===== src/rtl/setuphold_stim_gen_pkg.sv =====
// rtl/setuphold_stim_gen_pkg.sv - shared FSM state type and offset clamp for the setup/hold stimulus generator
package setuphold_stim_gen_pkg;

    typedef enum logic [1:0] {
        IDLE,
        ARM,
        RUN,
        DONE
    } stim_state_e;

    // Keeps an event strictly inside its own frame: never on tick 0, never past PERIOD-1.
    function automatic int clamp_off(input int off, input int period);
        int half;
        half = period / 2;
        if (off < -(half - 1)) return -(half - 1);
        if (off > period - 1 - half) return period - 1 - half;
        return off;
    endfunction

endpackage


===== src/rtl/setuphold_stim_gen_if.sv =====
// rtl/setuphold_stim_gen_if.sv - control, config, notifier and stimulus bundle of the stimulus generator
interface setuphold_stim_gen_if #(
    parameter int OFFW = 8,
    parameter int CNTW = 16
);
    logic            start;
    logic            abort;
    logic [CNTW-1:0] nframes;
    logic [OFFW-1:0] d_off;
    logic [OFFW-1:0] ti_off;
    logic [OFFW-1:0] te_off;
    logic            notifier;
    logic            cpo;
    logic            d_o;
    logic            ti_o;
    logic            te_o;
    logic            busy;
    logic            done;
    logic [CNTW-1:0] viol_cnt;

    modport master (
        output start, abort, nframes, d_off, ti_off, te_off, notifier,
        input  cpo, d_o, ti_o, te_o, busy, done, viol_cnt
    );

    modport slave (
        input  start, abort, nframes, d_off, ti_off, te_off, notifier,
        output cpo, d_o, ti_o, te_o, busy, done, viol_cnt
    );
endinterface


===== src/rtl/setuphold_stim_gen_stim_edge_sched.sv =====
// rtl/setuphold_stim_gen_stim_edge_sched.sv - one stimulus line toggling once per frame at EDGE+offset
module stim_edge_sched #(
    parameter int PERIOD = 64,
    parameter int TW     = 6,
    parameter bit INIT   = 1'b0
) (
    input  logic                CP,
    input  logic [TW-1:0]       tick,
    input  logic signed [TW:0]  off,
    input  logic                en,
    input  logic                load,
    input  logic                clear,
    output logic                q
);
    localparam int EDGE = PERIOD / 2;

    logic hit;

    always_comb begin
        hit = en && (int'(tick) == EDGE + int'(off));
    end

    always_ff @(posedge CP) begin
        if (clear) begin
            q <= 1'b0;
        end else if (load) begin
            q <= INIT;
        end else if (hit) begin
            q <= ~q;
        end
    end
endmodule


===== src/rtl/setuphold_stim_gen.sv =====
// rtl/setuphold_stim_gen.sv - strobe clock, offset D/TI/TE stimulus and notifier violation counter
module setuphold_stim_gen
    import setuphold_stim_gen_pkg::*;
#(
    parameter int PERIOD = 64,
    parameter int OFFW   = 8,
    parameter int CNTW   = 16
) (
    input  logic                      CP,
    input  logic                      RST,
    setuphold_stim_gen_if.slave       sif
);
    localparam int EDGE = PERIOD / 2;
    localparam int TW   = $clog2(PERIOD);
    localparam int OW   = TW + 1;

    stim_state_e           state;
    stim_state_e           state_nxt;
    logic [TW-1:0]         tick;
    logic [CNTW-1:0]       frame;
    logic [CNTW-1:0]       nframes_q;
    logic signed [OW-1:0]  d_off_q;
    logic signed [OW-1:0]  ti_off_q;
    logic signed [OW-1:0]  te_off_q;
    logic                  notif_q;
    logic [CNTW-1:0]       viol_cnt;
    logic                  cpo_q;
    logic                  d_q;
    logic                  ti_q;
    logic                  te_q;

    logic start_ok;
    logic abort_ok;
    logic last_tick;
    logic run_end;
    logic viol_hit;
    logic line_clear;
    logic line_en;

    always_comb begin
        start_ok   = (state == IDLE) && sif.start && !sif.abort;
        abort_ok   = sif.abort && ((state == ARM) || (state == RUN));
        last_tick  = (tick == TW'(PERIOD - 1));
        run_end    = (state == RUN) && last_tick && (frame == nframes_q - CNTW'(1));
        viol_hit   = (state != IDLE) && (sif.notifier != notif_q);
        line_clear = RST || abort_ok;
        line_en    = (state == RUN);
    end

    always_comb begin
        state_nxt = state;
        case (state)
            IDLE: if (start_ok) state_nxt = ARM;
            ARM: begin
                if (sif.abort || (nframes_q == '0)) state_nxt = DONE;
                else                                state_nxt = RUN;
            end
            RUN:  if (sif.abort || run_end) state_nxt = DONE;
            DONE: state_nxt = IDLE;
            default: state_nxt = IDLE;
        endcase
    end

    always_ff @(posedge CP) begin
        if (RST) state <= IDLE;
        else     state <= state_nxt;
    end

    // Config is latched only on an accepted start, so a start while busy leaves the run untouched.
    always_ff @(posedge CP) begin
        if (RST) begin
            nframes_q <= '0;
            d_off_q   <= '0;
            ti_off_q  <= '0;
            te_off_q  <= '0;
        end else if (start_ok) begin
            nframes_q <= sif.nframes;
            d_off_q   <= OW'(clamp_off(int'($signed(sif.d_off)), PERIOD));
            ti_off_q  <= OW'(clamp_off(int'($signed(sif.ti_off)), PERIOD));
            te_off_q  <= OW'(clamp_off(int'($signed(sif.te_off)), PERIOD));
        end
    end

    always_ff @(posedge CP) begin
        if (RST) begin
            tick  <= '0;
            frame <= '0;
        end else if (state == ARM) begin
            tick  <= '0;
            frame <= '0;
        end else if (state == RUN) begin
            if (last_tick) begin
                tick  <= '0;
                frame <= frame + CNTW'(1);
            end else begin
                tick  <= tick + TW'(1);
            end
        end
    end

    // cpo follows the tick one cycle late, matching the registered stimulus lines.
    always_ff @(posedge CP) begin
        if (RST) cpo_q <= 1'b0;
        else     cpo_q <= (state == RUN) && !sif.abort && (tick >= TW'(EDGE));
    end

    always_ff @(posedge CP) begin
        if (RST) begin
            notif_q  <= sif.notifier;
            viol_cnt <= '0;
        end else begin
            notif_q <= sif.notifier;
            if (start_ok) begin
                viol_cnt <= '0;
            end else if (viol_hit && (viol_cnt != '1)) begin
                viol_cnt <= viol_cnt + CNTW'(1);
            end
        end
    end

    stim_edge_sched #(.PERIOD(PERIOD), .TW(TW), .INIT(1'b0)) u_d (
        .CP(CP), .tick(tick), .off(d_off_q), .en(line_en),
        .load(start_ok), .clear(line_clear), .q(d_q)
    );

    stim_edge_sched #(.PERIOD(PERIOD), .TW(TW), .INIT(1'b1)) u_ti (
        .CP(CP), .tick(tick), .off(ti_off_q), .en(line_en),
        .load(start_ok), .clear(line_clear), .q(ti_q)
    );

    stim_edge_sched #(.PERIOD(PERIOD), .TW(TW), .INIT(1'b0)) u_te (
        .CP(CP), .tick(tick), .off(te_off_q), .en(line_en),
        .load(start_ok), .clear(line_clear), .q(te_q)
    );

    assign sif.cpo      = cpo_q;
    assign sif.d_o      = d_q;
    assign sif.ti_o     = ti_q;
    assign sif.te_o     = te_q;
    assign sif.busy     = (state == ARM) || (state == RUN);
    assign sif.done     = (state == DONE);
    assign sif.viol_cnt = viol_cnt;
endmodule


===== src/flat_wrapper.sv =====
// flat-port wrapper written by rule: the top's interface ports become plain ports
module setuphold_stim_gen_flat import setuphold_stim_gen_pkg::*;
#(
    parameter int PERIOD = 64,
    parameter int OFFW   = 8,
    parameter int CNTW   = 16
)
  (CP, RST, sif_start, sif_abort, sif_nframes, sif_d_off, sif_ti_off, sif_te_off, sif_notifier, sif_cpo, sif_d_o, sif_ti_o, sif_te_o, sif_busy, sif_done, sif_viol_cnt);
  setuphold_stim_gen_if #(.OFFW(OFFW), .CNTW(CNTW)) sif_i ();
  input  logic CP;
  input  logic RST;
  input wire logic [$bits(sif_i.start)-1:0] sif_start;
  input wire logic [$bits(sif_i.abort)-1:0] sif_abort;
  input wire logic [$bits(sif_i.nframes)-1:0] sif_nframes;
  input wire logic [$bits(sif_i.d_off)-1:0] sif_d_off;
  input wire logic [$bits(sif_i.ti_off)-1:0] sif_ti_off;
  input wire logic [$bits(sif_i.te_off)-1:0] sif_te_off;
  input wire logic [$bits(sif_i.notifier)-1:0] sif_notifier;
  output wire logic [$bits(sif_i.cpo)-1:0] sif_cpo;
  output wire logic [$bits(sif_i.d_o)-1:0] sif_d_o;
  output wire logic [$bits(sif_i.ti_o)-1:0] sif_ti_o;
  output wire logic [$bits(sif_i.te_o)-1:0] sif_te_o;
  output wire logic [$bits(sif_i.busy)-1:0] sif_busy;
  output wire logic [$bits(sif_i.done)-1:0] sif_done;
  output wire logic [$bits(sif_i.viol_cnt)-1:0] sif_viol_cnt;
  assign sif_i.start = sif_start;
  assign sif_i.abort = sif_abort;
  assign sif_i.nframes = sif_nframes;
  assign sif_i.d_off = sif_d_off;
  assign sif_i.ti_off = sif_ti_off;
  assign sif_i.te_off = sif_te_off;
  assign sif_i.notifier = sif_notifier;
  assign sif_cpo = sif_i.cpo;
  assign sif_d_o = sif_i.d_o;
  assign sif_ti_o = sif_i.ti_o;
  assign sif_te_o = sif_i.te_o;
  assign sif_busy = sif_i.busy;
  assign sif_done = sif_i.done;
  assign sif_viol_cnt = sif_i.viol_cnt;
  setuphold_stim_gen #(.PERIOD(PERIOD), .OFFW(OFFW), .CNTW(CNTW)) u_core (.CP(CP), .RST(RST), .sif(sif_i));
endmodule

===== config.mk =====
export PLATFORM = sky130hd
export DESIGN_NAME = setuphold_stim_gen_flat
export DESIGN_NICKNAME = d
export VERILOG_FILES = /design/src/rtl/setuphold_stim_gen_pkg.sv /design/src/rtl/setuphold_stim_gen_if.sv /design/src/rtl/setuphold_stim_gen_stim_edge_sched.sv /design/src/rtl/setuphold_stim_gen.sv /design/src/flat_wrapper.sv
export SDC_FILE = /design/constraint.sdc
export NUM_CORES = 1
export LEC_CHECK = 0
export CAP_MARGIN = 10
export CORE_MARGIN = 2
export CORE_UTILIZATION = 46
export DETAILED_ROUTE_END_ITERATION = 16
export GPL_TIMING_DRIVEN = 0
export PLACE_DENSITY_LB_ADDON = 0.12
export SLEW_MARGIN = 10
export SYNTH_ARGS = -nofsm -noshare
export SYNTH_HDL_FRONTEND = slang
export SYNTH_SLANG_ARGS = --single-unit
export TNS_END_PERCENT = 100

===== constraint.sdc =====
create_clock -name CP -period 6.66 [get_ports CP]
set_input_delay 0.666 -clock CP [delete_from_list [all_inputs] [get_ports CP]]
set_output_delay 0.666 -clock CP [all_outputs]
set_load 0.03 [all_outputs]

==> qor.log, run 1 <==
[detailed_routing] Vias per Instance 5.28
[detailed_routing] Vias 3,797
[clocking] clock latency on the worst-skew pair 350 ps
[place] total of buffers placed on input and output ports 65
[yosys] Netlist Area Pre-Place 0.00435 mm²
[final_layout] diodes inserted 0
[detailed_routing] number of design rule violations left after detail routing 0
[final_layout] FF/Latch Area 0.00164 mm²
[floorplan] Core ar. 0.00920 mm²
[critical_path] crit path from sif_abort
[hold_path] hold wc startpoint u_core.ti_off_q[6]
[detailed_routing] count of nets left with antenna violations after detail routing 0
[detailed_routing] total wire length 10,000 µm
[sta] Post-Route Setup TNS 0 ps
[clocking] # clock sinks 82
[clocking] cell chosen for the clock root clkbuf_8
[floorplan] die boundary width 101 µm
[detailed_routing] Detailed Routing Iterations Pass 1 4
[critical_path] Worst R2R End u_core.state[1]
[critical_path] cell chain of the critical path clkdlybuf4s50_1 > nand2b_1 > or2_2 > clkbuf_1 > nand2_1 > clkbuf_1 > nor2_1
[sta] setup repair after global routing missed its margin no
[clocking] CTS tree built
[yosys] gate count of the mapped netlist 527
[power] Peak supply drop 0.158 mV
[final_layout] area growth from synthesis to layout 22.1%
[sta] Slew Limit Headroom 57.4%
[critical_path] reg2reg start u_core.nframes_q[2]
[grt] sum of overflow across all layers after global routing 0
[power] power density over cell area 252 mW/mm²
[clocking] CTS HTree Levels 3
[sta] count of final setup violators 0
[critical_path] FF-to-FF path depth 8
[power] Leak 1.97 nW
[yosys] count of distinct cell types in the synthesized netlist 58
[critical_path] Worst setup SP type primary input
[place] half-perimeter wire length after detailed placement 7580 µm
[critical_path] Critical Path Sink Type flop
[critical_path] top fanout value on the critical path 10
[yosys] leading register cell type out of synthesis dfxtp_1
[grt] Total GRT Usage 20.5%
[yosys] post-synthesis sequential area ratio 37.8%
[critical_path] cell count along the critical path 7
[detailed_routing] average routed wire per standard cell 13.9 µm
[outcome] status finished, final reports clean
[place] cell count after placement 703
[floorplan] starting utilization of the core area 47.3%
[final_layout] area of combinational cells with multiple inputs 0.00250 mm²
[critical_path] slowest cell delay on critical path 530 ps
[critical_path] FF-to-FF setup slack 4160 ps
[sta] final cycle utilization of the critical path 40.8%
[grt] maximum number of pins on one net before global-route repair 14
[sta] Worst-Margin Slew 639 ps
[sta] Worst Hold Margin 467 ps
[final_layout] Cell Count, Final, Fillers Out 719
[yosys] share of synthesized registers carrying an async set or reset 0%
[sta] maximum clock skew at final layout 7.85 ps
[sta] final critical path time including I/O delays and setup 2720 ps
[critical_path] critical path's slowest cell clkdlybuf4s50_1
[floorplan] chip height 101 µm
[critical_path] worst endpoint data arrival time 2940 ps
[hold_path] HP Class reg -> reg
[yosys] synthesized area per cell 8.25 µm²
[critical_path] WP buf/inv 3
[clocking] Max clock buf depth 2
[grt] initial antenna violation count 0
[yosys] Yosys warning total 0
[hold_path] number of stages on the worst hold path 2
[critical_path] Worst Setup EP u_core.sif.viol_cnt[13]
[floorplan] Die Footprint 0.0102 mm²
[yosys] Synthesized Nets 585
[floorplan] # rows 35
[place] Routability Congestion 0.913
[sta] Slew Viols, Final 0
[detailed_routing] Starting DRT DRC Count 104
[yosys] flip-flop and latch count after synthesis 82
[yosys] Post-synth EDFFs 0
[clocking] Setup Buffers After CTS 0
[sta] Final Hold Fails 0
[grt] vias in the first global route 3,641
[critical_path] top cell family by delay on the critical path buffers and inverters
[critical_path] required time of the critical path 6890 ps
[clocking] hold buffer count at CTS 0
[final_layout] fill cell instance count of the final layout 900
[final_layout] number of nets in the layout 661
[sta] Fmax 368 MHz
[clocking] clock input transition at the sequential cells of the worst setup and hold paths 80 ps
[grt] first-pass GRT wire length 16,700 µm
[flow_run] max_cap viols 0
[floorplan] number of ports placed on the die boundary 67
[clocking] Resize count post-CTS 0
[clocking] cts bufs inserted 9
[final_layout] layout cells sized above 1 6.74%
[critical_path] critical path class in -> reg
[critical_path] most frequent cell on the critical path clkbuf_1
==> registers in the layout (all words and copies together), names as in the netlist <==
name	count
u_core.frame	16
u_core.u_te.q	1
u_core.notif_q	1
u_core.tick	6
u_core.u_d.q	1
u_core.state	2
u_core.sif.viol_cnt	16
u_core.te_off_q	7
u_core.ti_off_q	7
u_core.sif.cpo	1
u_core.d_off_q	7
u_core.nframes_q	16
u_core.u_ti.q	1
==> area by class of cell <==
class	instances	share of cell area [%]
Inverter	15	1.06
Timing Repair Buffer	65	12.3
Multi-Input combinational cell	405	47.1
Tap cell	111	2.62
Buffer	25	2.78
Sequential cell	82	30.9
Clock inverter	5	0.566
Clock buffer	11	2.66
==> worst register-to-register path, stage by stage (launching register included) <==
cell and delay [ps]:
dfxtp_1 310, buf_6 130, nor4_4 430, and4b_4 330, mux2_1 330, a311oi_1 350
nand4bb_4 230, a21oi_2 60, a41o_1 210
==> worst min path at each step <==
stage | to | slack (ps)
final | u_core.ti_off_q[6] | 470
after global routing | u_core.d_off_q[6] | 480
after CTS | u_core.ti_off_q[6] | 470
after detailed placement | u_core.d_off_q[6] | 460
after global placement | u_core.d_off_q[6] | 450
after floorplan | u_core.d_off_q[6] | 440
==> layer usage <==
layer / global-route usage [%] / vias up / routed length [µm]
li1: - / 1946 / -
met1: 26.2 / 1773 / 4650
met2: 35.8 / 73 / 4870
met3: 4.14 / 5 / 408
met4: 4.37 / 0 / 72
met5: 0 / - / 0
==> where the power goes <==
| part | switching (W) | total, W | internal [W] |
|---|---|---|---|
| logic | 0.000254 | 0.000447 | 0.000193 |
| clock network | 0.000181 | 0.000325 | 0.000144 |
| registers | 0.0000386 | 0.000568 | 0.000529 |
| total | 0.000474 | 0.00134 | 0.000866 |
==> stage by stage <==
stage	cell area, µm²	power, W	util (%)	worst slack [ps]
after detailed placement	5140	0.00103	55.9	3570
after global placement	5140	0.00101	55.9	3570
final	5310	0.00134	57.7	3940
after global routing	5310	0.00142	57.7	3750
after CTS	5310	0.00135	57.7	3940
after floorplan	4350	0.000892	-	4540
==> synth_stat cells, types with 2 or more instances <==
cell type	number	area share, %
o21ai_0	23	2.6
and3_1	10	1.4
a211oi_1	5	0.86
clkbuf_1	16	1.4
xnor2_1	27	5.4
nand2_1	88	7.6
and3_2	3	0.52
ha_1	13	3.7
nand2b_1	2	0.29
or4_1	3	0.52
nand3_1	12	1.4
buf_2	4	0.46
nor4_4	4	2.0
nand4b_1	2	0.40
dfxtp_1	82	38
xor2_1	39	7.9
o211ai_1	4	0.69
nand3b_1	3	0.52
buf_6	2	0.52
a41o_1	2	0.46
nor3_1	16	1.8
or3_1	6	0.86
inv_1	14	1.2
and4_1	2	0.40
mux2i_1	5	1.2
nor2_1	61	5.3
nor4_1	2	0.29
a21oi_1	36	4.1
nand4_1	12	1.7
==> cells by family after synthesis <==
group | share of synthesized area, %
and+or+nand+nor | 27.5
adders and majority gates | 3.74
xor gates and xnor gates | 13.3
DFF | 37.8
AOI/OAI and AO/OA | 11.3
muxes | 1.67
buffers and inverters | 4.69
==> layout by cell type (no fill, tap or decap), types with 2 or more instances in the layout <==
cell / instances
and3_1: 10
nor4_1: 2
or3_1: 6
or4_1: 3
clkdlybuf4s50_1: 65
dfxtp_1: 82
nand4b_1: 2
mux2i_1: 5
ha_1: 13
nand2_1: 88
o211ai_1: 4
nor4_4: 4
clkbuf_8: 10
nor3_1: 16
o21ai_0: 23
clkbuf_1: 17
nand2b_1: 2
buf_2: 4
xor2_1: 39
nand3b_1: 3
buf_6: 2
clkinv_2: 3
a41o_1: 2
nand4_1: 12
clkinvlp_4: 2
and4_1: 2
nor2_1: 61
inv_1: 14
and3_2: 3
xnor2_1: 27
a211oi_1: 5
nand3_1: 12
a21oi_1: 36
Power figures use the tool's default switching activity.
==> inputs of run 2 (changes only) <==
Clock period 6.66 ns to 2.8 ns, I/O delays scaled along.
==> results of run 2 <==
Same layout as run 1 (identical final DEF). Status: finished, final reports clean.
Among the figures that moved: setup slack after placement 3570 ps -> 97.6 ps; clock-pin slew on the worst setup and hold paths 80 ps -> 90 ps; setup slack after layout 3940 ps -> 298 ps; hold slack 467 ps -> 147 ps; start point of the critical path sif_abort -> u_core.nframes_q[2]; end point of the critical path u_core.sif.viol_cnt[13] -> u_core.state[1]; register-to-register setup slack 4160 ps -> 300 ps; end point of the worst hold path u_core.ti_off_q[6] -> u_core.d_off_q[6]; total power 0.00134 W -> 0.00319 W; worst IR drop on VDD 0.158 mV -> 0.375 mV
==> inputs of run 3 (changes only) <==
--- a/config.mk
+++ b/config.mk
@@ -11,3 +11,2 @@
 export DETAILED_ROUTE_END_ITERATION = 16
-export GPL_TIMING_DRIVEN = 0
 export PLACE_DENSITY_LB_ADDON = 0.12
==> constraint.sdc (replaced) <==
create_clock -name CP -period 2.8 [get_ports CP]
set_input_delay 0.42 -clock CP [delete_from_list [all_inputs] [get_ports CP]]
set_output_delay 0.42 -clock CP [all_outputs]
set_load 0.03 [all_outputs]
==> qor.log, run 3 (synthesized netlist as in run 1, its figures left out) <==
[clocking] Setup Buffers After CTS 0 [unchanged]
[critical_path] critical path's slowest cell clkdlybuf4s50_1
[grt] maximum number of pins on one net before global-route repair 23 [+9]
[power] Leak 1.97 nW [+0.11%]
[final_layout] fill cell instance count of the final layout 904 [+0.44%]
[place] Routability Congestion 0.832 [-8.9%]
[critical_path] Worst setup SP type flop
[clocking] CTS HTree Levels 3 [unchanged]
[grt] met1 Use GR 25.9% [-0.32 points]
[detailed_routing] Detailed Routing Iterations Pass 1 4 [unchanged]
[critical_path] critical path class reg -> out
[sta] final critical path time including I/O delays and setup 2380 ps
[power] post-layout total power 0.00326 W
[detailed_routing] Vias 3,752 [-1.2%]
[critical_path] reg2reg start u_core.tick[1]
[final_layout] FF/Latch Area 0.00164 mm² [unchanged]
[hold_path] HP Class reg -> reg
[power] Peak supply drop 0.379 mV
[grt] Total GRT Usage 19.8% [-0.67 points]
[final_layout] area growth from synthesis to layout 21.8%
[sta] Slew Limit Headroom 41.8% [-16 points]
[power] power density over cell area 616 mW/mm²
[sta] Fmax 419 MHz
[clocking] hold buffer count at CTS 0 [unchanged]
[sta] Worst Setup Slack, final 416 ps
[place] total of buffers placed on input and output ports 66 [+1.5%]
[clocking] Max clock buf depth 2 [unchanged]
[final_layout] Cell Count, Final, Fillers Out 708 [-1.5%]
[detailed_routing] average routed wire per standard cell 13.7 µm [-1.2%]
[detailed_routing] Vias per Instance 5.30 [+0.35%]
[critical_path] worst endpoint data arrival time 1960 ps
[grt] busiest layer in global routing met2
[floorplan] # rows 35 [unchanged]
[sta] Final Hold Fails 0 [unchanged]
[final_layout] number of nets in the layout 650 [-1.7%]
[sta] Post-Route Setup TNS 0 ps [unchanged]
[grt] initial antenna violation count 0 [unchanged]
[final_layout] Largest regs u_core.frame x16, u_core.nframes_q x16, u_core.sif.viol_cnt x16
[critical_path] required time of the critical path 2380 ps
[hold_path] hold wc startpoint u_core.ti_off_q[6]
[detailed_routing] total wire length 9730 µm [-2.8%]
[critical_path] crit path from u_core.state[0]
[grt] GR met3 Demand/Resource 2.83% [-1.3 points]
[critical_path] Critical Path Sink Type primary output
[sta] maximum clock skew at final layout 11.5 ps [+3.62 ps]
[place] dpl ws 409 ps
[floorplan] starting utilization of the core area 47.3% [unchanged]
[critical_path] cell chain of the critical path inv_1 > ha_1 > clkdlybuf4s50_1
[outcome] status finished, final reports clean
[floorplan] number of ports placed on the die boundary 67 [unchanged]
[sta] count of final setup violators 0 [unchanged]
[final_layout] leading cell type in the layout, fill and taps excluded nand2_1
[grt] vias in the first global route 3,668 [+0.74%]
[final_layout] diodes inserted 0 [unchanged]
[clocking] # clock sinks 82 [unchanged]
[critical_path] WP buf/inv 2
[final_layout] layout cells sized above 1 7.37% [+0.63 points]
[critical_path] top fanout value on the critical path 5
[sta] final cycle utilization of the critical path 85.1%
[place] cell count after placement 692 [-1.6%]
[grt] grt met2 use 33.4% [-2.3 points]
[clocking] cts bufs inserted 9 [unchanged]
[critical_path] slowest cell delay on critical path 700 ps
[detailed_routing] number of design rule violations left after detail routing 0 [unchanged]
[final_layout] commonest cells after routing, fill and taps aside nand2_1, dfxtp_1, clkdlybuf4s50_1
[floorplan] chip height 101 µm [unchanged]
[clocking] cell chosen for the clock root clkbuf_8
[sta] Worst-Margin Slew 870 ps [+231 ps]
[floorplan] Core ar. 0.00920 mm² [unchanged]
[clocking] CTS tree built
[floorplan] Die Footprint 0.0102 mm² [unchanged]
[sta] Slew Viols, Final 0 [unchanged]
[clocking] clock input transition at the sequential cells of the worst setup and hold paths 70 ps
[critical_path] top cell family by delay on the critical path buffers and inverters
[clocking] Resize count post-CTS 0 [unchanged]
[sta] setup repair after global routing missed its margin no
[place] half-perimeter wire length after detailed placement 7450 µm [-1.7%]
[final_layout] area of combinational cells with multiple inputs 0.00250 mm² [unchanged]
[detailed_routing] Starting DRT DRC Count 96 [-7.7%]
[detailed_routing] count of nets left with antenna violations after detail routing 0 [unchanged]
[grt] first-pass GRT wire length 16,300 µm [-2.3%]
[sta] Worst Hold Margin 459 ps
[floorplan] die boundary width 101 µm [unchanged]
[clocking] clock latency on the worst-skew pair 350 ps [about the same]
[grt] sum of overflow across all layers after global routing 0 [unchanged]
[flow_run] max_cap viols 0 [unchanged]
run 3: layer usage:
metal | vias to the layer above | part of all wire (%)
li1 | 1928 | -
met1 | 1735 | 47
met2 | 73 | 47
met3 | 16 | 3.8
met4 | 0 | 2.0
met5 | - | 0
run 3: metrics by stage:
step / cell area (µm²) / utilization, %
floorplan: 4350 / -
global placement: 5100 / 55.4
detailed placement: 5100 / 55.4
CTS: 5290 / 57.6
global route: 5290 / 57.6
finish: 5290 / 57.6
run 3: final timing paths:
check / end / slack, ps / cells after the start
worst min register to register: u_core.ti_off_q[6] / 460 / 2
worst max register to register: u_core.frame[15] / 500 / 8
worst max-delay path: sif_busy / 420 / 3
worst min-delay path: u_core.ti_off_q[6] / 460 / 2
run 3: where the power goes:
part           switching (W)  internal, W  total, W  leakage [nW]
Combinational       0.000574     0.000474   0.00105          1.21
Clock               0.000412     0.000438  0.000849        0.0966
Sequential          0.000105      0.00126   0.00136         0.665
run 3: final cells by class:
cell class | instances | area share [%]
repair buffers | 79 | 14.3
multi-input cells | 405 | 47.3
clock inverters | 4 | 0.969
clock buffers | 12 | 2.74
flip-flops and latches | 82 | 31.0
inverters | 15 | 1.06
well taps | 111 | 2.62
run 3: worst register-to-register path, stage by stage (launching register included):
cell,delay (ps)
dfxtp_1,510
ha_1,260
nand3_1,150
nor2_4,220
and4_1,290
and2_1,270
nand2_1,90
or3_1,310
a21oi_1,140
